[src/rtl/game_timer_if.sv]
`default_nettype none
// ============================================================================
//  Module      : game_timer_if
//  Description : Control/status bundle between the game logic and the
//                millisecond game timer.
//  Revision    : 1.0 - initial release
// ============================================================================
interface game_timer_if;
  logic        up;           // 1 = count up, 0 = count down
  logic        enable;       // run prescaler and counter
  logic        load;         // one-cycle preset strobe
  logic [10:0] load_value;   // preset value sampled with load
  logic [10:0] timer_value;  // current millisecond count
  logic        ms_tick;      // one-cycle pulse per counter update event
  logic        at_limit;     // counter sits on the limit for current direction
  logic        expired;      // one-cycle pulse when a tick lands on the limit

  // Game logic side: drives controls, observes the timer.
  modport master (
    output up, enable, load, load_value,
    input  timer_value, ms_tick, at_limit, expired
  );

  // Timer side.
  modport slave (
    input  up, enable, load, load_value,
    output timer_value, ms_tick, at_limit, expired
  );
endinterface
`default_nettype wire

[src/rtl/game_timer.sv]
`default_nettype none
// ============================================================================
//  Module      : game_timer
//  Description : Saturating up/down millisecond counter driven by a clock
//                prescaler, with preset load, tick and expiry pulses.
//  Revision    : 1.0 - initial release
// ============================================================================
module game_timer #(
  parameter int CLKS_PER_MS = 50000,
  parameter int MAX_MS      = 2047
) (
  input  wire logic     clk,
  input  wire logic     reset,
  game_timer_if.slave   bus
);

  localparam int                  c_PRESC_W    = $clog2(CLKS_PER_MS);
  localparam logic [c_PRESC_W-1:0] c_PRESC_LAST = c_PRESC_W'(CLKS_PER_MS - 1);
  localparam logic [10:0]         c_MAX        = 11'(MAX_MS);

  typedef enum logic [1:0] {
    S_IDLE = 2'd0,
    S_RUN  = 2'd1,
    S_SAT  = 2'd2
  } state_t;

  state_t               r_state;
  state_t               w_state_next;
  logic [c_PRESC_W-1:0] r_presc;
  logic [10:0]          r_timer;
  logic                 r_ms_tick;
  logic                 r_expired;

  logic                 w_at_limit;
  logic                 w_tick;
  logic                 w_reach;
  logic [10:0]          w_step_val;
  logic [10:0]          w_load_clamped;

  // Limit detection and tick/step decode; the limit compare is done on the
  // current value, before any increment or decrement is applied.
  always_comb begin
    w_at_limit     = (bus.up && (r_timer == c_MAX)) || (!bus.up && (r_timer == 11'd0));
    w_tick         = bus.enable && !bus.load && (r_presc == c_PRESC_LAST);
    w_step_val     = bus.up ? (r_timer + 11'd1) : (r_timer - 11'd1);
    w_reach        = !w_at_limit &&
                     (bus.up ? (r_timer == (c_MAX - 11'd1)) : (r_timer == 11'd1));
    w_load_clamped = (bus.load_value > c_MAX) ? c_MAX : bus.load_value;
  end

  // Prescaler, counter and registered pulses: reset > load > tick > hold.
  always_ff @(posedge clk) begin
    if (reset) begin
      r_presc   <= '0;
      r_timer   <= 11'd0;
      r_ms_tick <= 1'b0;
      r_expired <= 1'b0;
    end else if (bus.load) begin
      r_presc   <= '0;
      r_timer   <= w_load_clamped;
      r_ms_tick <= 1'b0;
      r_expired <= 1'b0;
    end else begin
      r_ms_tick <= w_tick;
      r_expired <= w_tick && w_reach;
      if (bus.enable) begin
        r_presc <= (r_presc == c_PRESC_LAST) ? '0 : (r_presc + c_PRESC_W'(1));
      end
      // A held limit never wraps: the step is taken only off the limit.
      if (w_tick && !w_at_limit) begin
        r_timer <= w_step_val;
      end
    end
  end

  // Run-state register.
  always_ff @(posedge clk) begin
    if (reset) begin
      r_state <= S_IDLE;
    end else begin
      r_state <= w_state_next;
    end
  end

  // Run-state transitions: idle when frozen, saturated while on the limit.
  always_comb begin
    w_state_next = r_state;
    case (r_state)
      S_IDLE: begin
        if (bus.enable) begin
          w_state_next = w_at_limit ? S_SAT : S_RUN;
        end
      end
      S_RUN: begin
        if (!bus.enable) begin
          w_state_next = S_IDLE;
        end else if (w_tick && w_reach) begin
          w_state_next = S_SAT;
        end
      end
      S_SAT: begin
        if (!bus.enable) begin
          w_state_next = S_IDLE;
        end else if (!w_at_limit) begin
          w_state_next = S_RUN;
        end
      end
      default: w_state_next = S_IDLE;
    endcase
  end

  assign bus.timer_value = r_timer;
  assign bus.ms_tick     = r_ms_tick;
  assign bus.expired     = r_expired;
  assign bus.at_limit    = w_at_limit;

endmodule
`default_nettype wire

[src/flat_wrapper.sv]
// flat-port wrapper written by rule: the top's interface ports become plain ports
module game_timer_flat 
#(
  parameter int CLKS_PER_MS = 50000,
  parameter int MAX_MS      = 2047
)
  (clk, reset, bus_up, bus_enable, bus_load, bus_load_value, bus_timer_value, bus_ms_tick, bus_at_limit, bus_expired);
  game_timer_if bus_i ();
  input  wire logic clk;
  input  wire logic reset;
  input wire logic [$bits(bus_i.up)-1:0] bus_up;
  input wire logic [$bits(bus_i.enable)-1:0] bus_enable;
  input wire logic [$bits(bus_i.load)-1:0] bus_load;
  input wire logic [$bits(bus_i.load_value)-1:0] bus_load_value;
  output wire logic [$bits(bus_i.timer_value)-1:0] bus_timer_value;
  output wire logic [$bits(bus_i.ms_tick)-1:0] bus_ms_tick;
  output wire logic [$bits(bus_i.at_limit)-1:0] bus_at_limit;
  output wire logic [$bits(bus_i.expired)-1:0] bus_expired;
  assign bus_i.up = bus_up;
  assign bus_i.enable = bus_enable;
  assign bus_i.load = bus_load;
  assign bus_i.load_value = bus_load_value;
  assign bus_timer_value = bus_i.timer_value;
  assign bus_ms_tick = bus_i.ms_tick;
  assign bus_at_limit = bus_i.at_limit;
  assign bus_expired = bus_i.expired;
  game_timer #(.CLKS_PER_MS(CLKS_PER_MS), .MAX_MS(MAX_MS)) u_core (.clk(clk), .reset(reset), .bus(bus_i));
endmodule
[config.mk]
export PLATFORM = sky130hd
export DESIGN_NAME = game_timer_flat
export DESIGN_NICKNAME = d
export VERILOG_FILES = /design/src/rtl/game_timer_if.sv /design/src/rtl/game_timer.sv /design/src/flat_wrapper.sv
export SDC_FILE = /design/constraint.sdc
export NUM_CORES = 1
export LEC_CHECK = 0
export ABC_CLOCK_PERIOD_IN_PS = 2500
export CORE_MARGIN = 3
export CORE_UTILIZATION = 47
export CTS_CLUSTER_DIAMETER = 150
export DETAILED_ROUTE_END_ITERATION = 10
export PLACE_DENSITY = 0.76
export SLEW_MARGIN = 10
export SYNTH_ARGS = -nofsm -noshare
export SYNTH_HDL_FRONTEND = slang
export SYNTH_SLANG_ARGS = --single-unit
[constraint.sdc]
create_clock -name clk -period 2.5 [get_ports clk]
set_input_delay 0.375 -clock clk [delete_from_list [all_inputs] [get_ports clk]]
set_output_delay 0.375 -clock clk [all_outputs]
set_load 0.02 [all_outputs]
# Word-level counts from Yosys, hierarchy flattened
# Cells that the tools add are included.
# totals
reg_bits	29
mem_count	0
out_inout_bits	14
latchBits	0
elab_cells	32
mem_bits_rw	0
in_bits	16
romBits	0
# op_classes
mul	0
n_reduce_logical	14
muxes	6
addsub	3
n_div	0
shifts	0
eq_ne	4
bitwise	0
n_lt_le_gt_ge	1
# ops
cell	count
$mux 11	4
$eq 11x11->1 const B	2
$add 16x1->16 const B	1
$eq 16x16->1 const B	1
$mux 16	1
$add 11x1->11 const B	1
$eq 11x1->1 const B	1
$gt 11x11->1 const B	1
$logic_not 11->1	1
$sub 11x1->11 const B	1
$logic_and 1x1->1	7
$logic_not 1->1	3
$reduce_bool 2->1	1
$reduce_or 2->1	1
$logic_or 1x1->1	1
$mux 1	1

# Logic depth before layout (Yosys ltp)
# Gate-level depths: netlist (run 1).
# logic_depth
depth_word	7
ltp_mapped	8
ltp_nobuf	7

# Worst setup path before layout (run 1)
# No wires, ideal clock.
# synth_path
kind	register -> register
from	register u_core.r_presc[5]
to	register u_core.r_timer[9], in the netlist u_core.bus.timer_value[9]
setup_ps	62
path_stages_with_launch	8
slack_ps	-99
n_path_buf	2
arrival_time_ps	2537
period_less_slack_ps	2599
t_required_ps	2438
cell_sequence	dfxtp_1 or4b_1 or4_1 buf_2 or4_1 clkbuf_2 or4_1 nand3_1
# synth_between
elab_chain_cells	4
# synth_lines
element	line	text
from (decl)	game_timer.sv:29	logic [c_PRESC_W-1:0] r_presc;
from (signal assigned)	game_timer.sv:67	r_presc <= (r_presc == c_PRESC_LAST) ? '0 : (r_presc + c_PRESC_W'(1));
$eq 16x16->1	game_timer.sv:44	w_tick = bus.enable && !bus.load && (r_presc == c_PRESC_LAST);
$logic_and 1x1->1	game_timer.sv:44	
$logic_and 1x1->1	game_timer.sv:70	if (w_tick && !w_at_limit) begin
$reduce_bool 2->1 (no line)	-	
to (signal assigned)	game_timer.sv:60	r_timer <= w_load_clamped;
to (signal assigned)	game_timer.sv:71	r_timer <= w_step_val;
to (decl)	game_timer.sv:30	logic [10:0] r_timer;
# Every way passes these cells.
# A chain may end at the register's enable or synchronous reset.

# Worst setup path in the final report (run 1)
# layout_path
from	register u_core.r_presc[11]
to	register u_core.r_timer[9], in the netlist u_core.bus.timer_value[9]
# The elaborated chain is that of the path after synthesis.

==> results.tsv, run 1 <==
stage	metric	value	unit
run_status	outcome	finished clean	
global_routing	overflow	0	
power_and_ir_drop	cellPowerDensity	503	nW/µm²
timing	worst_pin_slew	0.432	ns
die	fp-row-count	20	
timing	hold_ws	0.540	ns
timing	fmax	0.406	GHz
route	routedWlPerCell	14.7	µm
critical_path	r2r_slack	0.03	ns
placement	placed_area	2200	µm²
synthesis	netlist_area	1660	µm²
synthesis	yosys.area.top_type	dfxtp_1	
critical_path	cp-end-kind	flip-flop	
global_routing	grt_start_max_net_pins	17	
route	via_per_inst	5.55	
critical_path	r2r_start	u_core.r_presc[11]$_SDFFE_PP0P_	
synthesis	async_reset_ff_share	0	%
clock_network	cts_tree	built	
route	dr.pass1.iters	4	
timing	fin_skew	0.0103	ns
timing	max-slew-margin-rel	71.2	%
timing	finalSetupViolCount	0	
critical_path	crit_buf_inv	0	
die	core_area	3200	µm²
critical_path	cp-startpoint	u_core.r_presc[11]$_SDFFE_PP0P_	
timing	drv_slew	0	
critical_path	required	2.79	ns
synthesis	syn_inst	204	
synthesis	synth_edf_count	0	
finish	stdcell_area	2330	µm²
global_routing	grt_use_met2	39.4	%
critical_path	critPathSlowestCell	or4_4	
finish	post-route-util	72.6	%
finish	fillCellCount	253	
power_and_ir_drop	total_leakage_power	0.876	nW
finish	area_growth	40.1	%
clock_network	clockBufferDepth	2	
synthesis	synth_ff_type	dfxtp_1	
power_and_ir_drop	p_switching	291	µW
run	cap_violations	0	
global_routing	use_met3	6.32	%
synthesis	synth_area_leaders	dfxtp_1 (35%), xnor2_1 (6.9%), nor2_1 (6.8%)	
timing	finalCriticalPeriod	2.47	ns
power_and_ir_drop	sw_frac_of_total	24.9	%
finish	nNetsFinal	281	
finish	post_route_cells_drive_above_1_share	23.0	%
route	drc	0	
critical_path	cp_top_family	simple AND/OR/NAND/NOR gates	
timing	post-route-period-util	98.6	%
clock_network	cts_buffers	5	
synthesis	synth_seq_cells	29	
route	ant_nets	0	
die	die-area	4280	µm²
critical_path	crit_chain	or4bb_1 -> or4_4 -> or4_4 -> or4_4 -> nand3_2	
global_routing	met1_usage	28.1	%
critical_path	cp.arrival	2.76	ns
critical_path	critical_path.max_stage_delay	0.53	ns
critical_path	crit_fanout	5	
synthesis	netlist-cell-type-count	39	
synthesis	ys_warn_count	0	
worst_hold_path	min_path_type	flip-flop to flip-flop	
placement	port_buffers	29	
die	initial_core_util	51.8	%
worst_hold_path	min_from	u_core.r_presc[15]$_SDFFE_PP0P_	
die	die_y	65.4	µm
route	vias	1693	
timing	finalHoldViolCount	0	
clock_network	cts-root-buf	clkbuf_4	
global_routing	antenna_found_initial	0	
power_and_ir_drop	p_seq_share	41.9	%
power_and_ir_drop	p_int	880	µW
global_routing	grt_use_total	23.2	%
power_and_ir_drop	power_frac_clock	41.8	%
clock_network	clk_latency	0.34	ns
synthesis	yosysTopAreaCellShare	35.0	%
clock_network	cts_sinks	29	
synthesis	synth_top_cells_by_count	nor2_1 (30), dfxtp_1 (29), nand2_1 (15)	
clock_network	htreeDepth	2	
critical_path	rr_worst_depth	5	
global_routing	top_usage_layer	met2	
critical_path	cp-start-kind	flip-flop	
global_routing	grt_pass1_vias	1677	
die	io_pins	30	
route	totalWireLength	4480	µm
clock_network	cts_hold_buf	0	
critical_path	worst-path-stages	5	
critical_path	crit_top_cell	or4_4	
critical_path	critPathKind	flip-flop to flip-flop	
synthesis	ys_seq_area_share	35.0	%
synthesis	synth_nets	225	
power_and_ir_drop	peakVddDrop	0.523	mV
finish	antenna-diode-count	0	
placement	gp_congestion	0.875	
clock_network	clkSlewWorstSetupHoldPaths	0.10	ns
global_routing	grt_pass1_wl	7700	µm
finish	fin_cells	305	
die	chipWidth	65.4	µm
synthesis	synth.most_common_cell	nor2_1	
worst_hold_path	min_delay_path_depth	2	
synthesis	syn_avg_cell_area	8.14	µm²
power_and_ir_drop	p_comb_share	16.3	%
placement	dp.cells	296	
placement	dp_hpwl	3350	µm
route	drt_iter0_markers	119	
timing	rsz0062_at_grt	true	
[sequential cells by signal (all words and copies together) (netlist names)]
register	cells
u_core.bus.expired	1
u_core.bus.ms_tick	1
u_core.r_presc	16
u_core.bus.timer_value	11
[kinds of logic after synthesis]
kind of cell	synth area share, %
fa+ha+maj	3.77
xor+xnor	11.1
mux	2.49
flops	35.0
buf+inv	4.45
compound gates	10.9
simple gates	32.4
[worst reg2reg max path: cells and delay by family (launching register included)]
kind	cells	cell delay, ns
and+or+nand+nor	5	2.08
DFF	1	0.33
[power by group through the flow]
stage,Combinational (mW),Sequential (mW),Clock [mW]
2_1_floorplan,0.0824,0.516,0
3_3_place_gp,0.183,0.500,0
3_5_place_dp,0.188,0.501,0
4_1_cts,0.190,0.490,0.499
5_1_grt,0.207,0.493,0.520
6_report,0.191,0.490,0.489
[cells in the final DEF, fill, tap and decap left out, types with 2 or more instances in the layout]
cell type         n
buf_4            32
nor2_1           30
clkdlybuf4s50_1  28
dfxtp_1          23
nand2_1          15
xnor2_1          13
nand4_1           9
xor2_1            8
inv_1             7
nor4_1            7
nand3_1           7
a21oi_1           6
dfxtp_2           6
ha_1              5
clkbuf_4          5
and4_1            4
or2_2             4
nor3_1            4
o21bai_1          4
or3_1             3
or4_4             3
mux2i_1           3
and3_1            3
a31oi_1           3
o22ai_1           3
a211oi_1          3
or4_1             2
or4bb_1           2
o21ai_0           2
bufinv_16         2
[cell type report]
cell class / instances / area, µm² / area share [%]
inverters: 7 / 26.3 / 1.13
clock inverters: 3 / 65.1 / 2.80
clock buffers: 5 / 37.5 / 1.61
flip-flops and latches: 29 / 588 / 25.3
repair buffers: 61 / 526 / 22.6
well taps: 44 / 55.1 / 2.37
multi-input cells: 156 / 1030 / 44.2
[routing by layer]
layer	share of wire, %	vias to the layer above
met5	0	-
met4	1.4	0
met3	6.1	8
met2	48	57
met1	45	781
li1	-	847
[per-stage QoR]
step	setup WS (ns)	TNS [ns]	power, mW
after detailed placement	-0.211	-0.532	0.689
final	0.0343	0	1.17
after global routing	-0.0223	-0.0223	1.22
after global placement	-0.127	-0.221	0.683
after floorplan	-0.0736	-0.0736	0.598
after CTS	0.0144	0	1.18
[what timing repair did]
item	in CTS	in global routing
gates resized for setup	4	7
buffers inserted	1	0
endpoints found under the setup margin	2	5
endpoints found under the hold margin	0	0
pin swaps	0	1
[path summary, 6_finish.rpt]
check / end
worst max-delay path: u_core.bus.timer_value[9]$_SDFFE_PP0P_
worst max register to register: u_core.bus.timer_value[9]$_SDFFE_PP0P_
worst min register to register: u_core.r_presc[15]$_SDFFE_PP0P_
worst min-delay path: u_core.r_presc[15]$_SDFFE_PP0P_
Power figures use the tool's default switching activity.
==> inputs of run 2 (changes only) <==
- ABC_CLOCK_PERIOD_IN_PS: 2500 -> 2800
- CORE_UTILIZATION: 47 -> 52
- CTS_CLUSTER_DIAMETER: 150 -> 80
- PLACE_DENSITY: 0.76 -> 0.79
- clock period: 2.5 -> 2.8 ns (I/O delays scaled with it)
==> run 2 against run 1 <==
  * Non-clock buffer count shrank 23
  * Worst setup slack gained 0.15 ns
  * Maximum frequency shrank 5.7%
  * Flip-flop and latch count is the same
  * Routed wire length shrank 12%
  * Final area shrank 10%
  * Hold slack lost 0.0058 ns
  * Critical path depth is the same
  * Largest power group unchanged
==> results.tsv, run 2 (synthesis gave the netlist of run 1 again) <==
stage	metric	value	unit	change
run_status	outcome	finished clean		unchanged
route	vias	1578		was 1693
timing	finalCriticalPeriod	2.62	ns	was 2.47 ns
placement	dp.cells	272		was 296
critical_path	crit_chain	or4b_1 -> or4_1 -> or4_1 -> or4_1 -> nand3_1		was or4bb_1 -> or4_4 -> or4_4 -> or4_4 -> nand3_2
critical_path	crit_buf_inv	0		unchanged
route	totalWireLength	3950	µm	was 4480 µm
finish	nNetsFinal	258		was 281
timing	finalSetupViolCount	0		unchanged
placement	port_buffers	29		unchanged
finish	post-route-util	72.1	%	was 72.6%
critical_path	r2r_start	u_core.r_presc[7]$_SDFFE_PP0P_		was u_core.r_presc[11]$_SDFFE_PP0P_
die	io_pins	30		unchanged
clock_network	clk_latency	0.32	ns	was 0.34 ns
critical_path	cp_top_family	simple AND/OR/NAND/NOR gates		unchanged
die	fp-row-count	19		was 20
critical_path	cp-start-kind	flip-flop		unchanged
clock_network	htreeDepth	2		unchanged
finish	area_growth	26.0	%	was 40.1%
power_and_ir_drop	total_leakage_power	0.724	nW	was 0.876 nW
critical_path	r2r_slack	0.18	ns	was 0.03 ns
route	dr.pass1.iters	5		was 4
finish	regMostFlops	u_core.r_presc		unchanged
timing	post-route-period-util	93.4	%	was 98.6%
clock_network	clkSlewWorstSetupHoldPaths	0.10	ns	about the same
global_routing	antenna_found_initial	0		unchanged
finish	post_route_cells_drive_above_1_share	10.5	%	was 23.0%
placement	gp_congestion	0.858		was 0.875
route	via_per_inst	5.64		was 5.55
global_routing	grt_use_total	21.0	%	was 23.2%
die	initial_core_util	57.2	%	was 51.8%
die	die_y	62.5	µm	was 65.4 µm
die	die-area	3910	µm²	was 4280 µm²
timing	drv_slew	0		unchanged
power_and_ir_drop	peakVddDrop	0.377	mV	was 0.523 mV
global_routing	grt_pass1_wl	6700	µm	was 7700 µm
timing	fmax	0.382	GHz	was 0.406 GHz
critical_path	critPathKind	flip-flop to flip-flop		unchanged
finish	final_cell_mix	nor2_1 (30), dfxtp_1 (29), clkdlybuf4s50_1 (28)		was buf_4 (32), nor2_1 (30), clkdlybuf4s50_1 (28)
clock_network	cts_setup_buffers	0		was 1
critical_path	cp-end-kind	flip-flop		unchanged
run	cap_violations	0		unchanged
critical_path	required	3.07	ns	was 2.79 ns
finish	fin_cells	280		was 305
global_routing	grt_start_max_net_pins	17		unchanged
power_and_ir_drop	cellPowerDensity	422	nW/µm²	was 503 nW/µm²
route	routedWlPerCell	14.1	µm	was 14.7 µm
clock_network	cts_hold_buf	0		unchanged
timing	finalHoldViolCount	0		unchanged
route	ant_nets	0		unchanged
clock_network	cts-root-buf	clkbuf_4		unchanged
placement	dp_hpwl	3050	µm	was 3350 µm
global_routing	grt_pass1_vias	1463		was 1677
clock_network	cts_sinks	29		unchanged
worst_hold_path	min_from	u_core.r_presc[15]$_SDFFE_PP0P_		unchanged
worst_hold_path	min_delay_path_depth	2		unchanged
worst_hold_path	hold-path-endpoint	u_core.r_presc[15]$_SDFFE_PP0P_		unchanged
clock_network	cts_tree	built		unchanged
critical_path	critPathSlowestCell	or4_1		was or4_4
critical_path	cp.arrival	2.88	ns	was 2.76 ns
global_routing	overflow	0		unchanged
route	drc	0		unchanged
route	drt_iter0_markers	99		was 119
timing	rsz0062_at_grt	false		was true
timing	max-slew-margin-rel	65.3	%	was 71.2%
critical_path	crit_top_cell	or4_1		was or4_4
clock_network	clockBufferDepth	2		unchanged
critical_path	crit_fanout	5		unchanged
die	core_area	2900	µm²	was 3200 µm²
finish	antenna-diode-count	0		unchanged
finish	largest_reg_flops	16		unchanged
clock_network	cts_buffers	5		unchanged
timing	worst_pin_slew	0.519	ns	was 0.432 ns
critical_path	worst-path-stages	5		unchanged
critical_path	rr_worst_depth	5		unchanged
die	chipWidth	62.5	µm	was 65.4 µm
critical_path	rr_endpoint	u_core.bus.timer_value[9]$_SDFFE_PP0P_		unchanged
critical_path	critical_path.max_stage_delay	0.58	ns	was 0.53 ns
worst_hold_path	min_path_type	flip-flop to flip-flop		unchanged
finish	final_common_cell	nor2_1		was buf_4
timing	fin_skew	0.00890	ns	was 0.0103 ns
timing	fin_tns_setup	0	ns	unchanged
-- run 2: area by class of cell --
type / instances / area, µm²
tap: 42 / 52.6
inverter: 7 / 26.3
fill: 242 / 808
clock inverter: 1 / 5.00
timing repair buffer: 38 / 357
sequential: 29 / 581
multi-input combinational: 156 / 1010
clock buffer: 7 / 65.1
-- run 2: routing by layer --
metal / vias to the layer above / track usage (%) / wire length (µm)
li1: 797 / - / -
met1: 733 / 29.3 / 1990
met2: 44 / 32.4 / 1750
met3: 4 / 5.40 / 179
met4: 0 / 4.96 / 32
met5: - / 0 / 0
-- run 2: how the worst max path moves through the flow --
stage                              startpoint                                      to  slack, ns
6_report       u_core.r_presc[7]$_SDFFE_PP0P_  u_core.bus.timer_value[9]$_SDFFE_PP0P_       0.18
5_1_grt        u_core.r_presc[7]$_SDFFE_PP0P_  u_core.bus.timer_value[9]$_SDFFE_PP0P_       0.07
4_1_cts        u_core.r_presc[5]$_SDFFE_PP0P_  u_core.bus.timer_value[9]$_SDFFE_PP0P_       0.19
3_5_place_dp                           bus_up                            bus_at_limit       0.08
3_3_place_gp                           bus_up                            bus_at_limit       0.11
2_1_floorplan  u_core.r_presc[5]$_SDFFE_PP0P_  u_core.bus.timer_value[9]$_SDFFE_PP0P_       0.20
-- run 2: metrics by stage --
stage / instance area, µm² / setup WS (ns) / power [mW] / hold slack, ns
after global placement: 2020 / 0.109 / 0.597 / 0.484
after detailed placement: 2020 / 0.0787 / 0.601 / 0.507
after CTS: 2090 / 0.189 / 0.887 / 0.530
final: 2090 / 0.184 / 0.882 / 0.534
after floorplan: 1660 / 0.201 / 0.534 / 0.467
after global routing: 2090 / 0.0722 / 0.922 / 0.576
-- run 2: power by group --
part	leakage (nW)	switching [mW]	internal [mW]	total (mW)
sequential	0.236	0.0228	0.424	0.447
clock	0.0413	0.144	0.145	0.290
combinational	0.446	0.0706	0.0746	0.145
-- run 2: tightest hold or removal path, delay by kind of cell (launching register included) --
family / cells / cell delay, ns
XOR/XNOR: 1 / 0.07
AND/OR/NAND/NOR: 1 / 0.09
flip-flops: 1 / 0.35
-- run 2: repair_timing --
action                                  CTS  global route
endpoints found under the hold margin     0             0
endpoints found under the setup margin    1             0
gates resized for setup                   1             0
